$ cat src/rtl/pe_gpio_in_pkg.sv
// pe_gpio_in_pkg: shared constants and helpers for the pe_gpio_in peripheral.
//   - Register offsets (relative to the peripheral base address).
//   - Default base address of the block on the miniRV peripheral bus.
//   - Debounce FSM state encoding.
//   - popcount32: number of set bits in a 32-bit vector.
package pe_gpio_in_pkg;

  localparam logic [11:0] GPIO_IN_LEVEL   = 12'h000;
  localparam logic [11:0] GPIO_IN_RISE    = 12'h004;
  localparam logic [11:0] GPIO_IN_EVCNT   = 12'h008;
  localparam logic [11:0] GPIO_IN_FALL    = 12'h00C;
  localparam logic [11:0] PE_GPIO_IN_BASE = 12'h078;

  typedef enum logic {
    DEB_STABLE   = 1'b0,
    DEB_COUNTING = 1'b1
  } deb_state_e;

  function automatic logic [5:0] popcount32(input logic [31:0] v);
    logic [5:0] n;
    n = '0;
    for (int i = 0; i < 32; i++) n = n + 6'(v[i]);
    return n;
  endfunction

endpackage

$ cat src/rtl/pe_gpio_in_if.sv
// pe_gpio_in_if: peripheral bus between the Bridge and pe_gpio_in.
//   addr  [11:0] : register address (low 12 bits)
//   wen          : write enable, sampled on the clk rising edge
//   wdata [31:0] : write data
//   rdata [31:0] : combinational read data from the peripheral
// Modports: master (Bridge side), slave (peripheral side).
interface pe_gpio_in_if;
  logic [11:0] addr;
  logic        wen;
  logic [31:0] wdata;
  logic [31:0] rdata;

  modport master (output addr, output wen, output wdata, input rdata);
  modport slave  (input addr, input wen, input wdata, output rdata);
endinterface

$ cat src/rtl/pe_gpio_in_deb.sv
// pe_gpio_in_deb: one input channel - 2-flop synchroniser followed by a
// debounce counter/FSM and the debounced level register.
// Ports:
//   clk, rst    : clock, synchronous active-high reset
//   pin         : raw asynchronous input
//   level       : debounced level
//   rise_pulse  : high in the cycle whose edge moves level 0->1
//   fall_pulse  : high in the cycle whose edge moves level 1->0
// The pulses are combinational from next-state so that registers in the
// parent update on the same edge as level.
module pe_gpio_in_deb
  import pe_gpio_in_pkg::*;
#(
  parameter int DEB_CYCLES = 100000
) (
  input  logic clk,
  input  logic rst,
  input  logic pin,
  output logic level,
  output logic rise_pulse,
  output logic fall_pulse
);

  localparam int CW = $clog2(DEB_CYCLES);
  localparam logic [CW-1:0] CNT_MAX = CW'(DEB_CYCLES - 1);

  logic          r_sync_p0, r_sync_p1;
  logic          r_level;
  logic [CW-1:0] r_cnt;
  deb_state_e    r_state;

  logic          w_level_nxt;
  logic [CW-1:0] w_cnt_nxt;
  deb_state_e    w_state_nxt;

  // Stage p0/p1: metastability synchroniser
  always_ff @(posedge clk) begin
    if (rst) begin
      r_sync_p0 <= 1'b0;
      r_sync_p1 <= 1'b0;
    end else begin
      r_sync_p0 <= pin;
      r_sync_p1 <= r_sync_p0;
    end
  end

  // Debounce state register
  always_ff @(posedge clk) begin
    if (rst) begin
      r_state <= DEB_STABLE;
      r_cnt   <= '0;
      r_level <= 1'b0;
    end else begin
      r_state <= w_state_nxt;
      r_cnt   <= w_cnt_nxt;
      r_level <= w_level_nxt;
    end
  end

  // The edge that first sees a difference is the first counting edge, so
  // the count starts at 1 and level flips on the DEB_CYCLES-th such edge.
  always_comb begin
    w_state_nxt = r_state;
    w_cnt_nxt   = r_cnt;
    w_level_nxt = r_level;
    case (r_state)
      DEB_STABLE: begin
        w_cnt_nxt = '0;
        if (r_sync_p1 != r_level) begin
          w_state_nxt = DEB_COUNTING;
          w_cnt_nxt   = CW'(1);
        end
      end
      DEB_COUNTING: begin
        if (r_sync_p1 == r_level) begin
          w_state_nxt = DEB_STABLE;
          w_cnt_nxt   = '0;
        end else if (r_cnt == CNT_MAX) begin
          w_state_nxt = DEB_STABLE;
          w_cnt_nxt   = '0;
          w_level_nxt = r_sync_p1;
        end else begin
          w_cnt_nxt = r_cnt + CW'(1);
        end
      end
      default: begin
        w_state_nxt = DEB_STABLE;
        w_cnt_nxt   = '0;
      end
    endcase
  end

  assign level      = r_level;
  assign rise_pulse = w_level_nxt & ~r_level;
  assign fall_pulse = ~w_level_nxt & r_level;

endmodule

$ cat src/rtl/pe_gpio_in.sv
// pe_gpio_in: N-channel debounced input peripheral for the miniRV SoC.
// Registers (offset from BASE_ADDR):
//   0x0 LEVEL (RO)   debounced levels
//   0x4 RISE  (W1C)  sticky debounced 0->1 flags, set wins over clear
//   0x8 EVCNT (R/W)  saturating 16-bit count of rising edges; write zeroes
//   0xC FALL  (W1C)  sticky 1->0 flags, only with PE_GPIO_IN_FALL_EN defined
// Ports:
//   clk, rst : clock, synchronous active-high reset
//   pin_in   : raw asynchronous inputs [N_CH-1:0]
//   bus      : pe_gpio_in_if.slave (addr, wen, wdata in; rdata out, comb.)
// Configuration macro: PE_GPIO_IN_FALL_EN (adds FALL register).
module pe_gpio_in
  import pe_gpio_in_pkg::*;
#(
  parameter int          N_CH       = 5,
  parameter int          DEB_CYCLES = 100000,
  parameter logic [11:0] BASE_ADDR  = PE_GPIO_IN_BASE
) (
  input  logic            clk,
  input  logic            rst,
  input  logic [N_CH-1:0] pin_in,
  pe_gpio_in_if.slave     bus
);

  localparam logic [11:0] A_LEVEL = BASE_ADDR + GPIO_IN_LEVEL;
  localparam logic [11:0] A_RISE  = BASE_ADDR + GPIO_IN_RISE;
  localparam logic [11:0] A_EVCNT = BASE_ADDR + GPIO_IN_EVCNT;
`ifdef PE_GPIO_IN_FALL_EN
  localparam logic [11:0] A_FALL  = BASE_ADDR + GPIO_IN_FALL;
`endif

  logic [N_CH-1:0] w_level, w_rise, w_fall;
  logic [5:0]      w_pop;
  logic            w_wr_rise, w_wr_evcnt;
  logic [N_CH-1:0] r_rise;
  logic [15:0]     r_evcnt;
  logic            w_unused;

  function automatic logic [15:0] sat_add16(input logic [15:0] a, input logic [5:0] b);
    logic [16:0] s;
    s = {1'b0, a} + 17'(b);
    return s[16] ? 16'hFFFF : s[15:0];
  endfunction

  for (genvar g = 0; g < N_CH; g++) begin : g_ch
    pe_gpio_in_deb #(.DEB_CYCLES(DEB_CYCLES)) u_deb (
      .clk        (clk),
      .rst        (rst),
      .pin        (pin_in[g]),
      .level      (w_level[g]),
      .rise_pulse (w_rise[g]),
      .fall_pulse (w_fall[g])
    );
  end

  assign w_pop      = popcount32(32'(w_rise));
  assign w_wr_rise  = bus.wen && (bus.addr == A_RISE);
  assign w_wr_evcnt = bus.wen && (bus.addr == A_EVCNT);

  // Set has priority: new rises are OR-ed in after the W1C mask.
  always_ff @(posedge clk) begin
    if (rst) begin
      r_rise  <= '0;
      r_evcnt <= '0;
    end else begin
      r_rise  <= (r_rise & ~(w_wr_rise ? bus.wdata[N_CH-1:0] : '0)) | w_rise;
      r_evcnt <= w_wr_evcnt ? 16'(w_pop) : sat_add16(r_evcnt, w_pop);
    end
  end

`ifdef PE_GPIO_IN_FALL_EN
  logic [N_CH-1:0] r_fall;
  logic            w_wr_fall;
  assign w_wr_fall = bus.wen && (bus.addr == A_FALL);

  always_ff @(posedge clk) begin
    if (rst) r_fall <= '0;
    else     r_fall <= (r_fall & ~(w_wr_fall ? bus.wdata[N_CH-1:0] : '0)) | w_fall;
  end
`endif

  always_comb begin
    bus.rdata = 32'h0;
    case (bus.addr)
      A_LEVEL: bus.rdata = 32'(w_level);
      A_RISE:  bus.rdata = 32'(r_rise);
      A_EVCNT: bus.rdata = {16'h0, r_evcnt};
`ifdef PE_GPIO_IN_FALL_EN
      A_FALL:  bus.rdata = 32'(r_fall);
`endif
      default: bus.rdata = 32'h0;
    endcase
  end

  // Upper write-data bits and (when FALL is disabled) fall pulses are unused.
  assign w_unused = &{1'b0, bus.wdata, w_fall};

endmodule
$ cat src/flat_wrapper.sv
// flat-port wrapper written by rule: the top's interface ports become plain ports
module pe_gpio_in_flat import pe_gpio_in_pkg::*;
#(
  parameter int          N_CH       = 5,
  parameter int          DEB_CYCLES = 100000,
  parameter logic [11:0] BASE_ADDR  = PE_GPIO_IN_BASE
)
  (clk, rst, pin_in, bus_addr, bus_wen, bus_wdata, bus_rdata);
  pe_gpio_in_if bus_i ();
  input  logic clk;
  input  logic rst;
  input  logic [N_CH-1:0] pin_in;
  input wire logic [$bits(bus_i.addr)-1:0] bus_addr;
  input wire logic [$bits(bus_i.wen)-1:0] bus_wen;
  input wire logic [$bits(bus_i.wdata)-1:0] bus_wdata;
  output wire logic [$bits(bus_i.rdata)-1:0] bus_rdata;
  assign bus_i.addr = bus_addr;
  assign bus_i.wen = bus_wen;
  assign bus_i.wdata = bus_wdata;
  assign bus_rdata = bus_i.rdata;
  pe_gpio_in #(.N_CH(N_CH), .DEB_CYCLES(DEB_CYCLES), .BASE_ADDR(BASE_ADDR)) u_core (.clk(clk), .rst(rst), .pin_in(pin_in), .bus(bus_i));
endmodule
$ cat config.mk
export PLATFORM = sky130hd
export DESIGN_NAME = pe_gpio_in_flat
export DESIGN_NICKNAME = d
export VERILOG_FILES = /design/src/rtl/pe_gpio_in_pkg.sv /design/src/rtl/pe_gpio_in_if.sv /design/src/rtl/pe_gpio_in_deb.sv /design/src/rtl/pe_gpio_in.sv /design/src/flat_wrapper.sv
export SDC_FILE = /design/constraint.sdc
export NUM_CORES = 1
export LEC_CHECK = 0
export CAP_MARGIN = 20
export CORE_AREA = 2 2 114 116
export DETAILED_ROUTE_END_ITERATION = 6
export DIE_AREA = 0 0 116 118
export HOLD_SLACK_MARGIN = 0.08
export PLACE_DENSITY_LB_ADDON = 0.05
export SYNTH_ARGS = -nofsm -noshare
export SYNTH_HDL_FRONTEND = slang
export SYNTH_SLANG_ARGS = --single-unit
export TNS_END_PERCENT = 100
$ cat constraint.sdc
create_clock -name clk -period 10.6 [get_ports clk]
set_input_delay 1.59 -clock clk [delete_from_list [all_inputs] [get_ports clk]]
set_output_delay 1.59 -clock clk [all_outputs]
set_load 0.005 [all_outputs]
# Word-level counts from Yosys, hierarchy flattened
# Cells that the tools add are included.
[op_classes]
reduce_logical = 3
mux = 59
addsub = 10
bitwise_logic = 18
eq_ne = 18
[ops]
columns = ["cell", "count"]
rows = [
  ["17-bit two-way mux", 10],
  ["17-bit one-hot mux with 2 select lines", 5],
  ["17-bit by 1-bit adder with 17-bit output (second input constant)", 5],
  ["17-bit equality test (second input constant)", 5],
  ["16-bit one-hot mux with 3 select lines", 1],
  ["1-bit two-way mux", 35],
  ["12-bit by 7-bit equality test with 1-bit output (second input constant)", 2],
  ["6-bit by 1-bit adder with 6-bit output", 3],
  ["16-bit by 6-bit adder with 17-bit output", 1],
  ["16-bit two-way mux", 1],
  ["12-bit by 8-bit equality test with 1-bit output (second input constant)", 1],
  ["1-bit NOT", 10],
  ["1-bit one-hot mux with 2 select lines", 5],
  ["6-bit two-way mux", 1],
  ["1-bit bitwise AND", 5],
  ["5-bit bitwise AND", 1],
  ["1-bit equality test", 5],
  ["5-bit two-way mux", 1],
  ["1-bit != test", 5],
  ["5-bit NOT", 1],
  ["5-bit OR", 1],
  ["1-bit by 1-bit adder with 2-bit output", 1],
  ["1-bit logical AND", 2],
  ["2-bit OR reduction", 1],
]
[word_totals]
regBits = 126
elab_cells = 136
out_inout_bits = 32

# Longest topological paths before layout
# Gate-level depths: netlist of run 1.
[logic_depth]
word_depth = 12
mapped_depth = 20
depth_no_buf = 17

# Hierarchy
# A second synthesis of run 1 with hierarchy kept.
[unflattened]
cells_unflattened = 708
area_unflattened_um2 = 6427.4
[by_module_without_submodules]
columns = ["mod", "area_each_um2", "n_inst", "cells_each", "seq_area_each_um2"]
rows = [
  ["pe_gpio_in_deb", 996.0, 5, 106, 420.4],
  ["pe_gpio_in", 1447.6, 1, 178, 420.4],
]

# Worst setup path after synthesis of run 1
# No wires, ideal clock.
[synth_path]
path_type = "reg2reg"
start = "reg u_core.g_ch[1].u_deb.r_cnt[12]"
end = "reg u_core.r_evcnt[13]"
required_ps = 10526
synth_period_minus_slack_ps = 4468
n_path_buf = 2
t_arrival_ps = 4394
setup_slack_ps = 6132
stages_incl_launch_ff = 19
cell_sequence = "dfxtp_1 -> or4b_4 -> nor4_4 -> nand4b_1 -> inv_1 -> ha_1 -> inv_1 -> fa_1 -> inv_1 -> ha_1 -> fa_1 -> inv_1 -> fa_1 -> nor2b_1 -> o21ai_0 -> or3_1 -> clkbuf_1 -> buf_2 -> a31oi_1"
[synth_between]
elab_chain_len = 11
[synth_rtl]
columns = ["element", "line_no", "text"]
rows = [
  ["start, declared", "pe_gpio_in_deb.sv:29", "logic [CW-1:0] r_cnt;"],
  ["start signal, assigned", "pe_gpio_in_deb.sv:55", "r_cnt <= w_cnt_nxt;"],
  ["17-bit equality test", "pe_gpio_in_deb.sv:78", "end else if (r_cnt == CNT_MAX) begin"],
  ["1-bit two-way mux", "pe_gpio_in_deb.sv:78", ""],
  ["1-bit two-way mux", "pe_gpio_in_deb.sv:75", "if (r_sync_p1 == r_level) begin"],
  ["1-bit two-way mux", "pe_gpio_in_deb.sv:66", "case (r_state)"],
  ["1-bit bitwise AND", "pe_gpio_in_deb.sv:94", "assign rise_pulse = w_level_nxt & ~r_level;"],
  ["1-bit by 1-bit adder with 2-bit output", "pe_gpio_in_pkg.sv:22", "for (int i = 0; i < 32; i++) n = n + 6'(v[i]);"],
  ["6-bit by 1-bit adder with 6-bit output (3 in a row)", "pe_gpio_in_pkg.sv:22", ""],
  ["16-bit by 6-bit adder with 17-bit output", "pe_gpio_in.sv:41", "s = {1'b0, a} + 17'(b);"],
  ["16-bit two-way mux", "pe_gpio_in.sv:42", "return s[16] ? 16'hFFFF : s[15:0];"],
  ["end signal, assigned", "pe_gpio_in.sv:67", "r_evcnt <= w_wr_evcnt ? 16'(w_pop) : sat_add16(r_evcnt, w_pop);"],
  ["end, declared", "pe_gpio_in.sv:36", "logic [15:0] r_evcnt;"],
]
# No other way between the ends.
# A chain may end at the register's enable or synchronous reset.

# Worst setup path after layout of run 1
[layout_path]
start = "in bus_addr[2]"
end = "out bus_rdata[4]"
[layout_between]
elab_chain_len = 2
[layout_rtl]
columns = ["element", "line_no", "text"]
rows = [
  ["start, declared", "flat_wrapper.sv:13", "input wire logic [$bits(bus_i.addr)-1:0] bus_addr;"],
  ["12-bit by 8-bit equality test with 1-bit output / 12-bit by 7-bit equality test with 1-bit output (equally long branches)", "pe_gpio_in.sv:84", "case (bus.addr)"],
  ["16-bit one-hot mux with 3 select lines (*)", "pe_gpio_in.sv:84", ""],
  ["end, declared", "flat_wrapper.sv:16", "output wire logic [$bits(bus_i.rdata)-1:0] bus_rdata;"],
]
# Every way passes the cells marked *; elsewhere a longest branch is shown, timed or not.

==> summary.md, run 1 <==
| Metric | Value |
|---|---|
| Status | completed |
| YS warnings | 0 |
| Async SR Flop Fraction | 0% |
| Clock latency at the later pin of the worst-skew pair | 0.41 ns |
| Die X | 116 um |
| Worst slack, placed | 5.02 ns |
| Pwr Total | 1.06 mW |
| Critical path's top delay family | buffers and inverters |
| WP data required | 9.01 ns |
| Initial antenna violation count | 0 |
| Crit path time final | 5.57 ns |
| Worst path bufs/invs | 2 |
| Iter 0 DRT Violations | 323 |
| Met2 usage | 28.7% |
| I/O pin total | 84 |
| Sequential share of the synthesized area | 41.1% |
| R2R Path End | u_core.r_evcnt[0] |
| CP Max Fanout | 21 |
| Startpoint types | input pin |
| Commonest non-fill, non-tap cell in the layout | dfxtp_1 |
| DRC violation count after routing | 0 |
| IO buf count | 40 |
| CTS Buffer Depth | 2 |
| Reg power frac | 45.4% |
| Num CTS Buffers | 17 |
| Final cell count without fillers | 911 |
| Ratio of cells with drive above 1 in the final layout | 5.68% |
| Max incr delay on CP | 0.73 ns |
| P_sw | 207 uW |
| Worst R2R Path Depth | 16 |
| Core area | 0.0124 mm2 |
| CP Launch Point | bus_addr[2] |
| Int Power | 849 uW |
| Post-CTS Hold Buffers | 0 |
| Period utilization | 52.5% |
| Routed wire length | 12000 um |
| Mapped cell area | 0.00614 mm2 |
| Post-CTS setup buffer count | 0 |
| RSZ-0062 raised after global routing | false |
| Critical Path End | bus_rdata[4] |
| Most frequent cells in the layout | dfxtp_1 (126), nor2_1 (81), xnor2_1 (45) |
| Synth Register Bits | 126 |
| Min-delay worst type | reg -> reg |
| Fill count | 1139 |
| Slew Limit Headroom | 58.8% |
| Post-Layout Inst Area | 0.00714 mm2 |
| Root buffer cell | clkbuf_16 |
| CP max-delay cell | clkdlybuf4s50_1 |
| Final Setup Violations | 0 |
| Largest net degree at the start of global routing | 38 |
| Min Hold Slack | 0.438 ns |
| GR Layer Usage met1 | 24.8% |
| CP Depth | 6 |
| Net Sw Frac | 19.6% |
| Logic pwr share | 2.1% |
| Final Hold Viols | 0 |
| Final worst setup slack | 5.03 ns |
| Post-Synthesis Cells | 691 |
| DR pass1 iterations | 5 |
| Setup CP Type | in -> out |
| Final Max Tran Viols | 0 |
| CTS tree | built |
| Clock network power share | 52.6% |
| H-tree levels | 4 |
| Gr ovfl total | 0 |
| Vias in the first global route | 4522 |
| Syn_area_per_cell | 8.89 um2 |
| Area growth, synth to finish | 16.2% |
| Reg clk slew, reported paths | 0.05 ns |
| Post-route ant nets | 0 |
| Max-Cap Viols | 0 |
| Routability congestion estimate from global placement | 0.777 |
| F_max | 0.180 GHz |
| Met3 GRT Util | 5.61% |
| Drt via density | 5.33 |
| Area after DPL | 0.00657 mm2 |
| Placed Instances | 881 |
| Synth cell types | 53 |
| Die height | 118 um |
| Antenna Cells | 0 |
| Clock sink total | 126 |
| Worst r2r src | u_core.g_ch[1].u_deb.r_cnt[12] |
| Critical Path Sink Type | output pin |
| GR peak layer | met2 |
| Worst R2R Setup Slack | 5.57 ns |
| Synth Flop Type | dfxtp_1 |
| Power Dens Cells | 148 mW/mm2 |
| Worst-path cell chain | clkdlybuf4s50_1, nor2_1, and4_1, nand2_1, o21ai_0, clkdlybuf4s50_1 |
| Total Nets Final | 793 |
| VDD IR-drop max | 0.0936 mV |
| Static Leak | 2.36 nW |
| Placement Rows | 41 |
| First-pass GRT wire length | 20800 um |
| Worst slew pin tran | 0.616 ns |
| Post-cts resize count | 0 |
| Vias | 4858 |
| Most frequent cell on the critical path | clkdlybuf4s50_1 |
| Final Util | 57.5% |
| EDFF count, synth | 0 |
| Initial Util | 49.5% |
| Routed len/inst | 13.2 um |
| Die Area | 0.0137 mm2 |
| Data arrival, critical path | 3.98 ns |
| Worst Skew | 0.00835 ns |
| Post-route setup TNS | 0 ns |
| Gr usage total | 18.7% |
| Post-DP HPWL | 8260 um |
-- routing by layer --
layer / wire [um] / vias up / part of all wire, %
met2: 5520 / 76 / 46
met4: 180 / 0 / 1.5
met1: 5890 / 2271 / 49
li1: - / 2492 / -
met3: 444 / 19 / 3.7
met5: 0 / - / 0
-- sequential cells by signal, summed over array words and instances (netlist names) --
register,cells
u_core.g_ch.u_deb.r_sync_p1,5
u_core.r_evcnt,16
u_core.g_ch.u_deb.level,5
u_core.g_ch.u_deb.r_cnt,85
u_core.g_ch.u_deb.r_state,5
u_core.g_ch.u_deb.r_sync_p0,5
u_core.r_rise,5
-- final cells by class --
cell class / count / area (um2) / area share (%)
Inverter: 25 / 93.8 / 1.31
Clock inverter: 7 / 87.6 / 1.23
Tap cell: 172 / 215 / 3.01
Sequential cell: 126 / 2520 / 35.3
Multi-Input combinational cell: 517 / 3330 / 46.7
Timing Repair Buffer: 41 / 408 / 5.71
Clock buffer: 23 / 478 / 6.70
-- power groups by stage --
stage / registers (mW) / logic (mW) / clock network (mW)
4_1_cts: 0.479 / 0.0219 / 0.569
3_3_place_gp: 0.489 / 0.0214 / 0
3_5_place_dp: 0.489 / 0.0219 / 0
5_1_grt: 0.479 / 0.0242 / 0.592
2_1_floorplan: 0.488 / 0.0149 / 0
6_report: 0.479 / 0.0218 / 0.555
-- worst min path at each step --
stage,startpoint,endpoint,slack [ns],depth (start not counted)
2_1_floorplan,u_core.g_ch[0].u_deb.r_sync_p0,u_core.g_ch[0].u_deb.r_sync_p1,0.41,1
3_3_place_gp,u_core.g_ch[0].u_deb.r_sync_p0,u_core.g_ch[0].u_deb.r_sync_p1,0.44,1
3_5_place_dp,u_core.g_ch[1].u_deb.r_sync_p0,u_core.g_ch[1].u_deb.r_sync_p1,0.43,1
4_1_cts,u_core.g_ch[1].u_deb.r_sync_p0,u_core.g_ch[1].u_deb.r_sync_p1,0.45,1
5_1_grt,u_core.g_ch[1].u_deb.r_sync_p0,u_core.g_ch[1].u_deb.r_sync_p1,0.45,1
6_report,u_core.g_ch[1].u_deb.r_sync_p0,u_core.g_ch[1].u_deb.r_sync_p1,0.44,1
-- synth_stat cells, types with 2 or more instances --
master      n  area [um2]
a211oi_1    3        22.5
a21o_1      3        22.5
a21oi_1    32         160
a31o_2      5        43.8
a31oi_1     6        37.5
and2_1     16         100
and3_1     10        62.6
and4_1     13         114
and4b_1     2        20.0
buf_2       3        15.0
buf_4      16         120
buf_6       3        33.8
buf_8       2        30.0
clkbuf_1   14        52.6
dfxtp_1   126        2520
fa_1        3        60.1
ha_1       10         125
inv_1      25        93.8
mux2i_1     6        60.1
nand2_1    32         120
nand2b_1    6        37.5
nand3_1    40         200
nand3b_1    2        15.0
nand3b_4    2        40.0
nand4_1    30         188
nand4b_1    7        61.3
nor2_1     81         304
nor2b_1    12        75.1
nor3_1     12        60.1
nor4_1     18         113
nor4_4      2        42.5
nor4b_1     2        17.5
nor4bb_1    2        20.0
o211ai_1    2        15.0
o21ai_0    23         115
o31ai_1     5        37.5
or3_1      12        75.1
or4_1       5        37.5
or4b_1      4        40.0
or4bb_1     4        45.0
xnor2_1    45         394
xor2_1     34         298
-- cell families after synthesis --
logic type,Yosys count,share of synthesized area (%)
mux,6,0.977
fa+ha+maj,13,3.01
compound gates,85,8.27
buf+inv,63,5.62
other cells,1,0.0610
flops,126,41.1
xor+xnor,79,11.3
simple gates,318,29.7
-- worst reg2reg max path, cell delays in order (launching register included) --
cell	delay (ns)
dfxtp_1	0.34
or4b_4	0.56
nor4_4	0.40
nand4b_1	0.18
inv_1	0.09
ha_1	0.13
inv_1	0.05
fa_1	0.50
inv_1	0.04
ha_1	0.18
fa_1	0.51
inv_1	0.08
fa_1	0.43
nor2b_1	0.37
o21ai_0	0.23
or3_1	0.60
a31oi_1	0.26
No activity file was read; power rests on OpenSTA's default activity.
==> run 2, diff against run 1 <==
==> constraint.sdc (replaced) <==
create_clock -name clk -period 5.02 [get_ports clk]
set_input_delay 0.753 -clock clk [delete_from_list [all_inputs] [get_ports clk]]
set_output_delay 0.753 -clock clk [all_outputs]
set_load 0.005 [all_outputs]
==> run 2 against run 1 <==
Compared with the run above:
- largest cell class unchanged
- largest power group unchanged
- register-to-register slack worse by 5.3 ns
- die area stayed put
- sequential share of layout area is 0.36 points lower
- clock power is 140% higher
- combinational power is 110% higher
==> summary.md, run 2 (same netlist as run 1, synthesis figures left out) <==
| Metric | Value |
|---|---|
| Num CTS Buffers | 17 (unchanged) |
| Iter 0 DRT Violations | 314 (-2.8%) |
| Static Leak | 2.40 nW (+1.6%) |
| Post-DP HPWL | 8410 um (+1.8%) |
| IO buf count | 40 (unchanged) |
| FF/Latch Area | 0.00252 mm2 (unchanged) |
| Met1 wire length | 6010 um (+2.1%) |
| Root buffer cell | clkbuf_16 |
| Area occupied by multi-input gates | 0.00333 mm2 (unchanged) |
| Post-route ant nets | 0 (unchanged) |
| Data arrival, critical path | 5.06 ns (+1.08 ns) |
| Drt via density | 5.39 (+1.0%) |
| Area growth, synth to finish | 17.4% |
| Routability congestion estimate from global placement | 0.785 (+1.0%) |
| Final Max Tran Viols | 0 (unchanged) |
| Max reg flops | 85 (unchanged) |
| Power Dens Cells | 328 mW/mm2 (+120%) |
| Setup CP Type | reg -> reg |
| Post-route setup TNS | 0 ns (unchanged) |
| Largest registers | u_core.g_ch.u_deb.r_cnt: 85 flops, u_core.r_evcnt: 16 flops |
| Reg clk slew, reported paths | 0.05 ns (about the same) |
| Final Hold Viols | 0 (unchanged) |
| H-tree levels | 4 (unchanged) |
| Worst r2r src | u_core.g_ch[1].u_deb.r_cnt[12] |
| Total Nets Final | 794 (+0.13%) |
| R2R Path End | u_core.r_evcnt[0] |
| Hold path depth | 1 (unchanged) |
| Critical Path Sink Type | flip-flop |
| Gr ovfl total | 0 (unchanged) |
| RSZ-0062 raised after global routing | false |
| Startpoint types | flip-flop |
| Post-CTS setup buffer count | 0 (unchanged) |
| Clock sink total | 126 (unchanged) |
| Fill count | 1138 (-0.088%) |
| Vias | 4913 (+1.1%) |
| Initial antenna violation count | 0 (unchanged) |
| Placement Rows | 41 (unchanged) |
| Vias in the first global route | 4610 (+1.9%) |
| Commonest non-fill, non-tap cell in the layout | dfxtp_1 |
| Final cell count without fillers | 912 (+0.11%) |
| First-pass GRT wire length | 21100 um (+1.4%) |
| CTS Buffer Depth | 2 (unchanged) |
| Worst Skew | 0.00611 ns (-0.00224 ns) |
| Most flops, register | u_core.g_ch.u_deb.r_cnt |
| Crit path time final | 4.72 ns |
| Clock latency at the later pin of the worst-skew pair | 0.41 ns (about the same) |
| Worst R2R Path Depth | 16 (unchanged) |
| Final Setup Violations | 0 (unchanged) |
| Die height | 118 um (unchanged) |
| Die Area | 0.0137 mm2 (unchanged) |
| Antenna Cells | 0 (unchanged) |
| Initial Util | 49.5% (unchanged) |
| Post-cts resize count | 0 (unchanged) |
| CP Max Fanout | 14 (-33%) |
| Period utilization | 94.1% |
| Slew Limit Headroom | 55.4% (-3.4 points) |
| CTS tree | built |
| Core area | 0.0124 mm2 (unchanged) |
| Largest net degree at the start of global routing | 22 (-42%) |
| Max-Cap Viols | 0 (unchanged) |
| I/O pin total | 84 (unchanged) |
| Status | completed |
| Die X | 116 um (unchanged) |
| Gr usage total | 19.0% (+0.27 points) |
| Top sig layer | met4 |
| Routed wire length | 12200 um (+1.2%) |
| WP data required | 5.35 ns (-3.66 ns) |
| Met3 Wirelength | 449 um (+1.1%) |
| Routed len/inst | 13.4 um (+1.1%) |
| DRC violation count after routing | 0 (unchanged) |
| Min-delay worst type | reg -> reg |
| DR pass1 iterations | 4 (-1) |
| Min-delay src | u_core.g_ch[2].u_deb.r_sync_p0 |
| Worst slew pin tran | 0.666 ns (+0.0506 ns) |
| Post-CTS Hold Buffers | 0 (unchanged) |
| Met2 wire length | 5500 um (-0.36%) |
| VDD IR-drop max | 0.195 mV (+110%) |
| F_max | 0.212 GHz |
| Worst R2R Setup Slack | 0.30 ns (-5.27 ns) |
| Hold worst-path end | u_core.g_ch[2].u_deb.r_sync_p1 |
| Most frequent cells in the layout | dfxtp_1 (126), nor2_1 (81), xnor2_1 (45) |
| Ratio of cells with drive above 1 in the final layout | 5.95% (+0.26 points) |
| Placed Instances | 882 (+0.11%) |
[run 2: cell types whose count changed in the layout (fill, tap and decap cells not counted), sizes merged]
| cell | change |
|---|---|
| bufinv | +2 |
| buf | +1 |
| clkinv | -2 |
| clkinvlp | -1 |
| clkbuf | +1 |
[run 2: stage by stage]
stage / instance area (um2) / hold WS, ns / total power [mW] / util [%] / setup WS (ns)
finish: 7210 / 0.445 / 2.37 / 58.1 / 0.296
global route: 7210 / 0.458 / 2.43 / 58.1 / 0.0183
CTS: 7210 / 0.449 / 2.39 / 58.1 / 0.288
detailed placement: 6580 / 0.436 / 1.08 / 53.0 / 0.303
global placement: 6580 / 0.433 / 1.08 / 53.0 / 0.374
floorplan: 6200 / 0.414 / 1.06 / - / 0.552
[run 2: worst max path at each step]
stage                                        start                 end  slack [ns]
floorplan           u_core.g_ch[1].u_deb.r_cnt[12]  u_core.r_evcnt[13]        0.55
global placement    u_core.g_ch[1].u_deb.r_cnt[12]   u_core.r_evcnt[2]        0.37
detailed placement  u_core.g_ch[1].u_deb.r_cnt[12]   u_core.r_evcnt[0]        0.30
CTS                 u_core.g_ch[1].u_deb.r_cnt[12]   u_core.r_evcnt[0]        0.29
global route        u_core.g_ch[1].u_deb.r_cnt[12]   u_core.r_evcnt[0]        0.02
finish              u_core.g_ch[1].u_deb.r_cnt[12]   u_core.r_evcnt[0]        0.30
[run 2: per-layer routing]
metal | global-route usage (%) | up-vias
met5 | 0 | -
met4 | 7.81 | 0
met3 | 4.53 | 20
met2 | 29.4 | 84
met1 | 25.2 | 2310
li1 | - | 2499
[run 2: worst max-delay path: stages, from the launching register on]
cell and delay (ns):
dfxtp_1 0.34, or4b_4 0.55, nor4_4 0.42, nand4b_1 0.18, inv_1 0.09, ha_1 0.13
inv_1 0.05, fa_1 0.50, inv_1 0.05, ha_1 0.18, fa_1 0.51, inv_1 0.08
fa_1 0.43, nor2b_1 0.18, o21ai_0 0.15, or3_1 0.56, a31oi_1 0.25
[run 2: area by class of cell]
type,count,share of cell area [%]
flip-flops and latches,126,35.0
clock buffers,24,6.96
clock inverters,6,1.80
inverters,25,1.30
repair buffers,42,5.76
multi-input cells,517,46.2
well taps,172,2.98
[run 2: where the power goes]
group | internal (mW) | total (mW) | switching (mW)
combinational | 0.0257 | 0.0462 | 0.0204
sequential | 1.01 | 1.01 | 0.00478
clock | 0.890 | 1.31 | 0.418
